`config.mk`:
```
export PLATFORM = sky130hd
export DESIGN_NAME = paddle_axis_ctrl
export DESIGN_NICKNAME = d
export VERILOG_FILES = /design/src/rtl/paddle_pkg.sv /design/src/rtl/paddle_clamp.sv /design/src/rtl/paddle_axis_ctrl.sv
export SDC_FILE = /design/constraint.sdc
export NUM_CORES = 1
export LEC_CHECK = 0
export CAP_MARGIN = 25
export CORE_MARGIN = 3
export CORE_UTILIZATION = 50
export DETAILED_ROUTE_END_ITERATION = 7
export PLACE_DENSITY = 0.78
export SYNTH_ARGS = -nofsm -noshare
export SYNTH_HDL_FRONTEND = slang
export SYNTH_SLANG_ARGS = --single-unit
```
`constraint.sdc`:
```
create_clock -name clk -period 4.5 [get_ports clk]
set_input_delay 0.45 -clock clk [delete_from_list [all_inputs] [get_ports clk]]
set_output_delay 0.45 -clock clk [all_outputs]
set_load 0.05 [all_outputs]
```
`src/rtl/paddle_pkg.sv`:
```
// Shared paddle/ball definitions: FSM state and direction enums, default field and speed constants.
// Latency: n/a (package only).
// Backpressure: n/a (package only).
package paddle_pkg;

  localparam int PADDLE_W          = 13;
  localparam int FIELD_MAX_DFLT    = 1920;
  localparam int RESET_POS_DFLT    = 960;
  localparam int SPEED_MIN_DFLT    = 4;
  localparam int SPEED_MAX_DFLT    = 16;
  localparam int SPEED_STEP_DFLT   = 2;
  localparam int ACCEL_FRAMES_DFLT = 4;

  typedef enum logic [1:0] {
    ST_IDLE   = 2'd0,
    ST_RAMP   = 2'd1,
    ST_CRUISE = 2'd2
  } paddle_state_e;

  typedef enum logic [1:0] {
    DIR_NONE = 2'd0,
    DIR_UP   = 2'd1,
    DIR_DOWN = 2'd2
  } paddle_dir_e;

  // Both buttons pressed cancel each other out.
  function automatic paddle_dir_e decode_dir(input logic up, input logic down);
    if (up && !down) return DIR_UP;
    if (down && !up) return DIR_DOWN;
    return DIR_NONE;
  endfunction

endpackage

```
`src/rtl/paddle_clamp.sv`:
```
// Bounded add/subtract on a W-bit position, clipped to [lo, hi] with clip flags; shared with the ball mover.
// Latency: combinational.
// Backpressure: none (pure function of its inputs).
// Ports: base/delta/sub select base -/+ delta; lo/hi are W+1-bit bounds; res is the clipped
//        result, hit_lo/hit_hi flag which bound clipped it. Degenerate range (hi < lo) yields lo, no flags.
module paddle_clamp #(
  parameter int W = 13
) (
  input  logic [W-1:0] base,
  input  logic [W-1:0] delta,
  input  logic         sub,
  input  logic [W:0]   lo,
  input  logic [W:0]   hi,
  output logic [W-1:0] res,
  output logic         hit_lo,
  output logic         hit_hi
);

  logic [W:0] base_x;
  logic [W:0] delta_x;
  logic [W:0] cand;
  logic [W:0] res_x;
  logic       borrow;
  logic       unused_res_msb;

  assign base_x  = {1'b0, base};
  assign delta_x = {1'b0, delta};

  always_comb begin
    // A subtraction that would go negative is caught by the borrow, not by the wrapped value.
    borrow = sub && (delta_x > base_x);
    cand   = sub ? (base_x - delta_x) : (base_x + delta_x);
    res_x  = cand;
    hit_lo = 1'b0;
    hit_hi = 1'b0;
    if (hi < lo) begin
      res_x = lo;
    end else if (borrow || (cand < lo)) begin
      res_x  = lo;
      hit_lo = 1'b1;
    end else if (cand > hi) begin
      res_x  = hi;
      hit_hi = 1'b1;
    end
  end

  // Bounds never exceed W bits, so the top bit of the result is always zero.
  assign res            = res_x[W-1:0];
  assign unused_res_msb = res_x[W];

endmodule

```
`src/rtl/paddle_axis_ctrl.sv`:
```
// Single-axis paddle controller: per-frame position update with speed ramp, edge clamp and edge-contact flags.
// Latency: 1 cycle from the frame_tick edge to pos_out/speed_out/hit_*; at_min/at_max combinational.
// Backpressure: none; frame_tick is the only update strobe, load overrides a coincident tick.
// Ports: clk, rst_n; frame_tick, move_up, move_down, load, size, init_pos in;
//        pos_out, speed_out, moving, at_min, at_max, hit_min, hit_max out.
// Build option: define PADDLE_ACCEL_EN to enable the SPEED_MIN..SPEED_MAX ramp; otherwise motion is always SPEED_MAX.
module paddle_axis_ctrl
  import paddle_pkg::*;
#(
  parameter int W            = PADDLE_W,
  parameter int FIELD_MAX    = FIELD_MAX_DFLT,
  parameter int RESET_POS    = RESET_POS_DFLT,
  parameter int SPEED_MIN    = SPEED_MIN_DFLT,
  parameter int SPEED_MAX    = SPEED_MAX_DFLT,
  parameter int SPEED_STEP   = SPEED_STEP_DFLT,
  parameter int ACCEL_FRAMES = ACCEL_FRAMES_DFLT
) (
  input  logic         clk,
  input  logic         rst_n,
  input  logic         frame_tick,
  input  logic         move_up,
  input  logic         move_down,
  input  logic         load,
  input  logic [W-1:0] size,
  input  logic [W-1:0] init_pos,
  output logic [W-1:0] pos_out,
  output logic [W-1:0] speed_out,
  output logic         moving,
  output logic         at_min,
  output logic         at_max,
  output logic         hit_min,
  output logic         hit_max
);

  localparam logic [W-1:0] SPD_MAX = W'(SPEED_MAX);

  paddle_state_e state_q, state_d;
  paddle_dir_e   dir_q, dir_d, dir_in;
  logic [W-1:0]  speed_q, speed_d;
  logic [W-1:0]  pos_q, pos_d;
  logic          hit_min_q, hit_min_d;
  logic          hit_max_q, hit_max_d;

  logic [W:0]    lo, hi, field_x;
  logic [W-1:0]  clamp_base, clamp_delta, clamp_res;
  logic          clamp_sub, clamp_hit_lo, clamp_hit_hi;

`ifdef PADDLE_ACCEL_EN
  localparam int           CNT_W    = (ACCEL_FRAMES > 1) ? $clog2(ACCEL_FRAMES + 1) : 1;
  localparam logic [W-1:0] SPD_MIN  = W'(SPEED_MIN);
  localparam logic [W:0]   SPD_STEP = (W+1)'(SPEED_STEP);

  logic [CNT_W-1:0] cnt_q, cnt_d;
  logic [W:0]       speed_inc;

  assign speed_inc = {1'b0, speed_q} + SPD_STEP;
`else
  logic unused_ramp_cfg;
  assign unused_ramp_cfg = ^{SPEED_MIN, SPEED_STEP, ACCEL_FRAMES};
`endif

  // Legal centre range; upper bound saturates at 0 for oversized paddles.
  assign lo      = {1'b0, size};
  assign field_x = (W+1)'(FIELD_MAX);
  assign hi      = (field_x > lo) ? (field_x - lo) : '0;

  assign dir_in = decode_dir(move_up, move_down);

  always_comb begin : fsm_comb
    state_d = state_q;
    dir_d   = dir_q;
    speed_d = speed_q;
`ifdef PADDLE_ACCEL_EN
    cnt_d   = cnt_q;
`endif
    if (load) begin
      state_d = ST_IDLE;
      dir_d   = DIR_NONE;
      speed_d = '0;
`ifdef PADDLE_ACCEL_EN
      cnt_d   = '0;
`endif
    end else if (frame_tick) begin
      if (dir_in == DIR_NONE) begin
        state_d = ST_IDLE;
        dir_d   = DIR_NONE;
        speed_d = '0;
`ifdef PADDLE_ACCEL_EN
        cnt_d   = '0;
`endif
      end else if ((state_q == ST_IDLE) || (dir_in != dir_q)) begin
        // Start of motion or a reversal: restart from the entry speed in the new direction.
        dir_d = dir_in;
`ifdef PADDLE_ACCEL_EN
        state_d = ST_RAMP;
        speed_d = SPD_MIN;
        cnt_d   = '0;
`else
        state_d = ST_CRUISE;
        speed_d = SPD_MAX;
`endif
      end
`ifdef PADDLE_ACCEL_EN
      else if (state_q == ST_RAMP) begin
        if ((int'(cnt_q) + 1) >= ACCEL_FRAMES) begin
          cnt_d = '0;
          if (speed_inc >= {1'b0, SPD_MAX}) begin
            speed_d = SPD_MAX;
            state_d = ST_CRUISE;
          end else begin
            speed_d = speed_inc[W-1:0];
          end
        end else begin
          cnt_d = cnt_q + 1'b1;
        end
      end
`endif
      else begin
        speed_d = SPD_MAX;
      end
    end
  end

  // A load reuses the clamp with zero delta to bring init_pos into range.
  assign clamp_base  = load ? init_pos : pos_q;
  assign clamp_delta = load ? '0 : speed_d;
  assign clamp_sub   = (dir_d == DIR_UP);

  paddle_clamp #(.W(W)) u_clamp (
    .base   (clamp_base),
    .delta  (clamp_delta),
    .sub    (clamp_sub),
    .lo     (lo),
    .hi     (hi),
    .res    (clamp_res),
    .hit_lo (clamp_hit_lo),
    .hit_hi (clamp_hit_hi)
  );

  always_comb begin : pos_comb
    pos_d     = pos_q;
    hit_min_d = 1'b0;
    hit_max_d = 1'b0;
    if (load) begin
      pos_d = clamp_res;
    end else if (frame_tick) begin
      pos_d     = clamp_res;
      hit_min_d = clamp_hit_lo;
      hit_max_d = clamp_hit_hi;
    end
  end

  always_ff @(posedge clk or negedge rst_n) begin
    if (!rst_n) begin
      state_q   <= ST_IDLE;
      dir_q     <= DIR_NONE;
      speed_q   <= '0;
      pos_q     <= W'(RESET_POS);
      hit_min_q <= 1'b0;
      hit_max_q <= 1'b0;
    end else begin
      state_q   <= state_d;
      dir_q     <= dir_d;
      speed_q   <= speed_d;
      pos_q     <= pos_d;
      hit_min_q <= hit_min_d;
      hit_max_q <= hit_max_d;
    end
  end

`ifdef PADDLE_ACCEL_EN
  always_ff @(posedge clk or negedge rst_n) begin
    if (!rst_n) begin
      cnt_q <= '0;
    end else begin
      cnt_q <= cnt_d;
    end
  end
`endif

  assign pos_out   = pos_q;
  assign speed_out = speed_q;
  assign moving    = (state_q != ST_IDLE);
  assign at_min    = ({1'b0, pos_q} == lo);
  assign at_max    = ({1'b0, pos_q} == hi);
  assign hit_min   = hit_min_q;
  assign hit_max   = hit_max_q;

endmodule

```
==> results.tsv, run 1 <==
stage	metric	value	unit
timing	setup-tns-final	-2110	ps
clock_tree	cts_buffers	5	
setup_path	cp-startpoint	move_up	
grt	gr-usage-all-layers	32.75	%
setup_path	required	4730	ps
timing	relSlewSlack	62.62	%
drt	final_antenna_net_count	0	
setup_path	path_cells	buf_8, inv_4, ha_4, nand2b_4, a21o_4, ha_4, and2_4, a221o_1, o2111ai_2, a21oi_2, a2111oi_4, xnor2_2, ha_1, o21ai_2, o211ai_1, a41o_1, o211ai_1, a211o_1, a21oi_4, buf_6, buf_6, o31ai_2, a31o_2	
clock_tree	tritoncts	built	
timing	hold_violations	0	
setup_path	r2r_start	pos_out[0]	
cells_and_area	fin_area	6646	um2
place	dpl-instance-area	5667	um2
cells_and_area	area_growth	59.90	%
yosys	synth_top_area_share	16.56	%
setup_path	end_kind	register	
grt	overflow	0	
drt	firstDrtPassIters	8	
power_and_ir_drop	vdd_drop_max	0.1455	mV
setup_path	crit_buf_inv	4	
drt	drcViolationCount	0	
setup_path	crit_arrival	4930	ps
power_and_ir_drop	power_leakage	2.957	nW
drt	wl	18970	um
cells_and_area	antenna_cells	0	
place	hpwl	11040	um
floorplan	ioPinCount	63	
yosys	synth_ff_type	dfrtp_1	
yosys	post-synth-top-count-cell	nand2_1	
grt	antenna_found_initial	0	
yosys	post-synth-top-area-cell	ha_1	
place	placement.io_buffers	62	
grt	grt_pass1_wl	25300	um
cells_and_area	regArea	780.7	um2
setup_path	crit_path_top_delay_cell	a221o_1	
place	gp_congestion	0.9374	
floorplan	start_util	52.70	%
floorplan	die_h	97.18	um
timing	fmax	212.5	MHz
timing	finalClockSkew	6.753	ps
outcome	status	complete, but fails checks	
drt	viasPerCell	6.694	
yosys	yosys_warnings	0	
yosys	syn_area_per_cell	8.071	um2
clock_tree	clkLatencyLatePin	290	ps
clock_tree	cts-htree-levels	2	
flow_run	maxCapViolations	0	
cells_and_area	fin_cells	807	
floorplan	die-width	97.18	um
setup_path	cpLargestDelayFamily	compound AO/OA/AOI/OAI gates	
outcome	violations	setup timing	
timing	period_share	104.6	%
yosys	ys_types	69	
floorplan	fp-row-count	32	
yosys	synth_commonest_cells	nand2_1 (56), ha_1 (55), inv_1 (45)	
cells_and_area	drive_gt1_share	37.30	%
setup_path	cp_max_fo	5	
power_and_ir_drop	finalPower	1.440	mW
setup_path	critPathMaxStageDelay	400	ps
cells_and_area	nNetsFinal	793	
place	pre_cts_slack	-1082	ps
grt	grt_max_degree	32	
cells_and_area	multi_input_area	3670	um2
yosys	async_flop_share	100.0	%
cells_and_area	nFillCells	416	
yosys	synth_edf_count	0	
power_and_ir_drop	pwr_density_cell	216.7	nW/um2
yosys	syn_area	4156	um2
clock_tree	clkTransAtPathRegs	70	ps
yosys	seq_area_frac_synth	18.78	%
timing	drv_slew	0	
setup_path	start_kind	input port	
floorplan	dieArea	9443	um2
timing	finalSetupViolCount	13	
clock_tree	cts_hold_buf	0	
timing	fin_ws	-206.4	ps
floorplan	core_area	7888	um2
drt	routedWlPerCell	23.51	um
clock_tree	clock_sinks	31	
yosys	synth_seq_cells	31	
min_path	min_from	speed_out[12]	
grt	grt_pass1_vias	5046	
min_path	min_path_type	register to register	
drt	vias	5402	
timing	fin_crit	4706	ps
clock_tree	cts-root-buf	clkbuf_8	
timing	tightest_slew	555.6	ps
yosys	synth_area_leaders	ha_1 (17%), dfrtp_1 (16%), xnor2_1 (5.5%)	
yosys	syn-instance-count	515	
place	place_inst	761	
setup_path	path_class	input port to register	
drt	drt_iter0_drc	596	
clock_tree	clockBufferDepth	2	
timing	rsz0062_at_grt	true	
## worst paths after layout
check,to,slack (ps),cells past startpoint
setup / recovery,pos_out[9],-210,23
hold / removal,speed_out[12],540,2
setup reg to reg,pos_out[9],-120,22
hold reg to reg,speed_out[12],540,2
max in group asynchronous,pos_out[8],3580,2
min in group asynchronous,speed_out[3],570,2
## final cells by class
class | count | share of cell area, %
sequential | 31 | 11.75
inverter | 45 | 2.579
clock buffer | 7 | 1.148
tap | 102 | 1.920
multi-input combinational | 415 | 55.21
clock inverter | 1 | 0.07530
timing repair buffer | 206 | 27.32
## repair_timing
item / 4_1_cts / 5_1_grt
setup buffers: 23 / 12
cloned: 3 / 1
endpoints found under the setup margin: 15 / 14
gates resized for setup: 93 / 50
pin swaps: 39 / 45
## layout by cell type (no fill, tap or decap), types with 8 or more instances in the layout
cell and n:
xor2_1 13, nand4_1 8, nor3_1 11, o211ai_1 10
and2_1 8, nand3_1 9, mux2_2 12, nor2_1 19
o21ai_0 14, a21oi_1 20, nand2_1 53, inv_1 43
buf_4 133, ha_1 40, xnor2_1 25, clkdlybuf4s50_1 55
dfrtp_1 27, ha_4 11
## cells by family (layout without fill, tap and decap cells)
family                   after synthesis  count (layout)  share of synthesized area, %
flip-flops                            31              31                         18.78
buffers and inverters                 71             259                         6.953
other                                  1               3                       0.09022
multiplexers                          19              19                         5.057
AO/OA/AOI/OAI                        135             135                         23.48
adder cells (fa/ha/maj)               57              57                         17.52
XOR/XNOR                              39              39                         8.218
AND/OR/NAND/NOR                      162             162                         19.90
## layer usage
layer | up-vias | GRT usage [%] | part of all wire (%)
li1 | 2219 | - | -
met1 | 2533 | 37.65 | 35
met2 | 485 | 56.21 | 46
met3 | 165 | 7.753 | 11
met4 | 0 | 17.06 | 7.9
met5 | - | 0 | 0
## tightest hold or removal path: stages (launching register included)
cell,delay (ps)
dfrtp_1,360
nand2_1,70
inv_1,70
## state kept, by name, summed over array words and instances, names as in the netlist
signal / count
hit_min: 1
dir_q: 2
state_q: 1
speed_out: 13
pos_out: 13
hit_max: 1
## where the power goes
| group | leakage, nW | switching [mW] | internal (mW) |
|---|---|---|---|
| Sequential | 0.399 | 0.0183 | 0.296 |
| Combinational | 2.52 | 0.486 | 0.409 |
| Clock | 0.0422 | 0.123 | 0.109 |
## per-stage QoR
step,hold slack [ps],utilization (%)
global route,563.3,84.26
floorplan,154.4,-
finish,535.6,84.26
global placement,492.6,71.84
CTS,526.3,80.22
detailed placement,487.7,71.84
Note: power is estimated with default switching activity, not from simulation.
==> run 2: changes to the inputs <==
GPL_TIMING_DRIVEN = 0   (was default)
==> run 2 against run 1 <==
  * Clock skew is 3.3 ps lower
  * Sequential share of layout area up 0.78 points
  * Combinational power is 11% lower
  * Final area decreased by 6.2%
  * Worst setup slack gained 92 ps
  * Global-route usage fell by 3.4 points
  * First-iteration DRC count down 30%
  * Register-to-register slack better by 90 ps
  * The run still ends with setup timing left
  * Hold slack got worse by 300 ps
  * Non-clock buffer count fell by 75
  * Via count fell by 14%
==> results.tsv, run 2 (same netlist as run 1, synthesis figures left out) <==
stage	metric	value	unit	change
outcome	status	complete, but fails checks		
outcome	violations	setup timing		
place	hpwl	10090	um	-8.6%
clock_tree	cts_hold_buf	0		unchanged
setup_path	crit_arrival	4800	ps	-130 ps
min_path	min_path_type	input port to asynchronous set/reset pin		
timing	period_share	102.6	%	-2.0 points
power_and_ir_drop	vdd_drop_max	0.1509	mV	+3.7%
setup_path	crit_path_top_delay_cell	fa_2		
timing	finalClockSkew	3.422	ps	-3.331 ps
floorplan	die_h	97.18	um	unchanged
cells_and_area	fin_area	6231	um2	-6.2%
place	placement.io_buffers	60		-3.2%
timing	drv_slew	0		unchanged
cells_and_area	regArea	780.7	um2	unchanged
grt	grt_max_degree	32		unchanged
setup_path	cp_common_cell	a21oi_2		
grt	overflow	0		unchanged
floorplan	start_util	52.70	%	unchanged
setup_path	cp_max_fo	4		-1
timing	fin_ws	-114.8	ps	+91.63 ps
grt	grt_pass1_wl	22630	um	-11%
drt	wl	15700	um	-17%
cells_and_area	nFillCells	525		+26%
setup_path	path_class	input port to register		
drt	drcViolationCount	0		unchanged
clock_tree	cts-htree-levels	2		unchanged
drt	firstDrtPassIters	5		-3
clock_tree	clkLatencyLatePin	290	ps	about the same
clock_tree	cts-root-buf	clkbuf_8		
cells_and_area	nNetsFinal	718		-9.5%
timing	fin_crit	4615	ps	-91.63 ps
cells_and_area	final_core_utilization	79.00	%	-5.3 points
drt	viasPerCell	6.332		-5.4%
cells_and_area	final_common_cell	clkdlybuf4s50_1		
drt	vias	4635		-14%
timing	hold_violations	0		unchanged
place	dpl-instance-area	4946	um2	-13%
clock_tree	cts_buffers	5		unchanged
drt	final_antenna_net_count	0		unchanged
floorplan	die-width	97.18	um	unchanged
clock_tree	clock_sinks	31		unchanged
clock_tree	tritoncts	built		
floorplan	fp-row-count	32		unchanged
cells_and_area	layout_common_cells	clkdlybuf4s50_1 (54), nand2_1 (49), inv_1 (43), buf_4 (40), ha_1 (38)		
grt	gr-usage-all-layers	29.34	%	-3.4 points
setup_path	start_kind	input port		
timing	setup-tns-final	-670.0	ps	+1440 ps
place	gp_congestion	1.025		+9.4%
cells_and_area	area_growth	49.91	%	
clock_tree	clockBufferDepth	2		unchanged
cells_and_area	antenna_cells	0		unchanged
timing	fmax	216.7	MHz	+2.0%
drt	routedWlPerCell	21.44	um	-8.8%
grt	antenna_found_initial	0		unchanged
setup_path	critPathMaxStageDelay	400	ps	about the same
flow_run	maxCapViolations	0		unchanged
floorplan	ioPinCount	63		unchanged
setup_path	required	4690	ps	-40 ps
power_and_ir_drop	power_leakage	2.652	nW	-10%
clock_tree	clkTransAtPathRegs	70	ps	about the same
timing	rsz0062_at_grt	true		
cells_and_area	multi_input_area	3790	um2	+3.3%
timing	tightest_slew	815.1	ps	+259.5 ps
cells_and_area	drive_gt1_share	32.86	%	-4.4 points
drt	drt_iter0_drc	417		-30%
floorplan	core_area	7888	um2	unchanged
setup_path	end_kind	register		
timing	finalSetupViolCount	11		-2
timing	relSlewSlack	45.66	%	-17 points
power_and_ir_drop	pwr_density_cell	218.9	nW/um2	+1.0%
floorplan	dieArea	9443	um2	unchanged
grt	grt_pass1_vias	4368		-13%
run 2: layer usage:
layer,global-route usage (%),up-vias,wire [um]
met1,39.05,2230,6238
li1,-,2079,-
met2,49.04,270,7466
met5,0,-,0
met3,5.456,56,1350
met4,7.343,0,640
run 2: critical path, delay by kind of cell:
| family | cells | cell delay [ps] |
|---|---|---|
| AND/OR/NAND/NOR | 4 | 790 |
| adder cells (fa/ha/maj) | 3 | 860 |
| XOR/XNOR | 1 | 120 |
| AO/OA/AOI/OAI | 10 | 1520 |
| buffers and inverters | 6 | 740 |
| multiplexers | 1 | 290 |
run 2: per-stage QoR:
stage	setup WS [ps]	cells	hold WS [ps]	total power [mW]
floorplan	-1.029	517	154.4	0.7003
CTS	1.458	712	258.9	1.227
detailed placement	-1507	679	512.2	0.8728
global route	-232.4	732	289.8	1.425
global placement	-1575	679	493.2	0.8640
finish	-114.8	732	233.3	1.364
run 2: final timing paths:
path,start,end,slack (ps),cells past startpoint
max reg2reg,pos_out[0],pos_out[10],-30,22
max in group asynchronous,rst_n,pos_out[12],3740,1
min,rst_n,speed_out[5],230,1
min in group clk,speed_out[12],speed_out[12],540,2
min reg2reg,speed_out[12],speed_out[12],540,2
max,load,pos_out[10],-110,25
run 2: cell type report:
| type | count | share of cell area, % |
|---|---|---|
| Timing Repair Buffer | 109 | 16.45 |
| Clock inverter | 1 | 0.08032 |
| Clock buffer | 7 | 1.386 |
| Tap cell | 102 | 2.048 |
| Buffer | 22 | 3.936 |
| Multi-Input combinational cell | 415 | 60.82 |
| Inverter | 45 | 2.751 |
| Sequential cell | 31 | 12.53 |
run 2: power by group:
part / leakage, nW / internal (mW) / switching (mW) / total [mW]
Clock: 0.0482 / 0.124 / 0.121 / 0.245
Combinational: 2.20 / 0.367 / 0.426 / 0.792
Sequential: 0.399 / 0.296 / 0.0306 / 0.327
Total: 2.65 / 0.786 / 0.578 / 1.36
run 2: timing repair:
action | CTS | global route
resized for setup | 115 | 82
setup endpoints to repair | 16 | 15
gates cloned | 3 | 0
pin swaps | 41 | 38
hold endpoints to repair | 0 | 0
setup buffers | 24 | 22
==> run 3: changes to the inputs <==
CORE_UTILIZATION = 30   (was 50)
PLACE_DENSITY = default   (was 0.78)
==> run 3 against run 2 <==
  * The flow still finishes with violations (setup timing)
  * Fmax grew 0.44%
  * Count of clock-buffer cells in the layout decreased by 1
  * Largest cell class unchanged
  * Highest routed layer unchanged
  * Power grew 8.6%
  * Critical endpoint is now pos_out[4]
  * Global-route usage decreased by 9.9 points
  * Wire length down 2.9%
==> results.tsv, run 3 (same netlist as run 1, synthesis figures left out) <==
stage	metric	value	unit	change
cells_and_area	drive_gt1_share	30.39	%	-2.5 points
floorplan	core_area	13400	um2	+70%
cells_and_area	antenna_cells	0		unchanged
drt	final_antenna_net_count	0		unchanged
min_path	min_path_type	input port to asynchronous set/reset pin		
drt	firstDrtPassIters	5		unchanged
cells_and_area	final_core_utilization	46.95	%	-32 points
drt	wl	15250	um	-2.9%
setup_path	path_class	input port to register		
place	place_inst	753		+11%
cells_and_area	layout_common_cells	clkdlybuf4s50_1 (53), nand2_1 (52), buf_4 (47), inv_1 (43), ha_1 (39)		
grt	grt_pass1_vias	4450		+1.9%
power_and_ir_drop	vdd_drop_max	0.1578	mV	+4.6%
timing	rsz0062_at_grt	true		
cells_and_area	nFillCells	1265		+140%
floorplan	die_h	123.7	um	+27%
setup_path	crit_arrival	4740	ps	-60 ps
floorplan	die-width	123.7	um	+27%
clock_tree	cts_hold_buf	0		unchanged
clock_tree	clockBufferDepth	2		unchanged
clock_tree	cts-root-buf	clkbuf_16		
cells_and_area	fin_cells	811		+11%
flow_run	maxCapViolations	0		unchanged
power_and_ir_drop	power_leakage	2.686	nW	+1.3%
setup_path	required	4640	ps	-50 ps
setup_path	end_kind	register		
grt	grt_pass1_wl	23470	um	+3.7%
clock_tree	clock_sinks	31		unchanged
grt	overflow	0		unchanged
floorplan	dieArea	15300	um2	+62%
setup_path	r2r_start	pos_out[4]		
timing	relSlewSlack	46.38	%	+0.72 points
cells_and_area	regArea	780.7	um2	unchanged
outcome	status	complete, but fails checks		
floorplan	fp-row-count	42		+31%
timing	finalClockSkew	4.558	ps	+1.136 ps
timing	finalSetupViolCount	13		+2
drt	drcViolationCount	0		unchanged
place	placement.io_buffers	60		unchanged
drt	routedWlPerCell	18.80	um	-12%
timing	tightest_slew	804.3	ps	-10.79 ps
floorplan	ioPinCount	63		unchanged
clock_tree	clkTransAtPathRegs	60	ps	about the same
cells_and_area	area_growth	51.35	%	
outcome	violations	setup timing		
grt	antenna_found_initial	0		unchanged
setup_path	r2r_cells	18		-18%
setup_path	r2r_setup_slack	-40	ps	about the same
clock_tree	cts_buffers	5		unchanged
power_and_ir_drop	pwr_density_cell	235.4	nW/um2	+7.5%
timing	fmax	217.6	MHz	+0.44%
timing	hold_violations	0		unchanged
cells_and_area	multi_input_area	3662	um2	-3.4%
timing	period_share	102.1	%	-0.45 points
grt	gr-usage-all-layers	19.43	%	-9.9 points
floorplan	start_util	31.02	%	-22 points
drt	viasPerCell	5.486		-13%
timing	fin_ws	-94.61	ps	+20.21 ps
setup_path	rr_endpoint	pos_out[4]		
timing	fin_crit	4595	ps	-20.21 ps
clock_tree	clkLatencyLatePin	280	ps	about the same
grt	grt_max_degree	32		unchanged
place	gp_congestion	0.9073		-11%
setup_path	cp_max_fo	6		+2
power_and_ir_drop	finalPower	1.481	mW	+8.6%
drt	drt_iter0_drc	261		-37%
clock_tree	cts-htree-levels	2		unchanged
setup_path	start_kind	input port		
cells_and_area	final_common_cell	clkdlybuf4s50_1		
drt	vias	4449		-4.0%
timing	drv_slew	0		unchanged
clock_tree	tritoncts	built		
place	hpwl	10950	um	+8.5%
cells_and_area	nNetsFinal	723		+0.70%
==> run 3: changes by cell type in the layout (fill, tap and decap cells not counted), sizes merged <==
cell	before	now
clkbuf	16	17
bufinv	0	1
clkdlybuf4s50	54	53
dlymetal6s2s	0	2
buf	68	70
==> run 3: layer usage <==
metal  GRT usage [%]  up-vias  routed length, um
li1                -     2087                  -
met1           25.31     2188               6578
met2           34.34      147               7616
met3           2.498       27                678
met4           4.014        0                372
met5               0        -                  0
==> run 3: critical path, cell delays in order <==
cell,delay [ps]
buf_8,100
buf_8,120
buf_8,120
nand2b_4,130
a21o_4,230
ha_4,250
and2_4,160
a221o_1,370
o2111ai_2,240
a21oi_2,100
a2111oi_4,330
xnor2_2,180
ha_1,330
o21ai_1,70
o211ai_1,260
a41o_1,160
o211ai_1,150
a211o_1,340
a21oi_4,290
buf_6,150
o211a_1,150
o31ai_2,60
==> run 3: worst max-delay path by stage <==
stage            endpoint        from
6_report       pos_out[4]  frame_tick
5_1_grt        pos_out[5]     move_up
4_1_cts        pos_out[6]   move_down
3_5_place_dp   pos_out[3]        load
3_3_place_gp   pos_out[8]        load
2_1_floorplan  pos_out[8]        load
==> run 3: final cells by class <==
| type | count | area share, % |
|---|---|---|
| tap | 176 | 3.500 |
| timing repair buffer | 114 | 16.81 |
| buffer | 22 | 3.580 |
| clock inverter | 2 | 0.5569 |
| inverter | 45 | 2.725 |
| multi-input combinational | 415 | 58.21 |
| sequential | 31 | 12.41 |
| clock buffer | 6 | 2.208 |
==> run 3: per-stage QoR <==
step | TNS, ps | worst slack [ps] | hold WS, ps | cell area, um2
finish | -718.1 | -94.61 | 258.2 | 6291
global route | -2045 | -207.5 | 329.6 | 6291
CTS | 0 | 0.7803 | 286.5 | 5927
detailed placement | -19490 | -1412 | 511.8 | 5039
global placement | -19250 | -1368 | 512.7 | 5044
floorplan | -3.052 | -1.029 | 154.4 | 4223
==> run 3: power breakdown <==
group | total [mW] | switching (mW) | internal (mW)
Sequential | 0.327 | 0.0307 | 0.296
Combinational | 0.740 | 0.395 | 0.345
Clock | 0.414 | 0.139 | 0.276
Total | 1.48 | 0.564 | 0.916
==> run 3: timing repair <==
action	in CTS	in global routing
pin swaps	40	45
cloned	3	1
buffers inserted	35	15
endpoints found under the hold margin	0	0
gates resized for setup	107	64
setup endpoints to repair	15	16
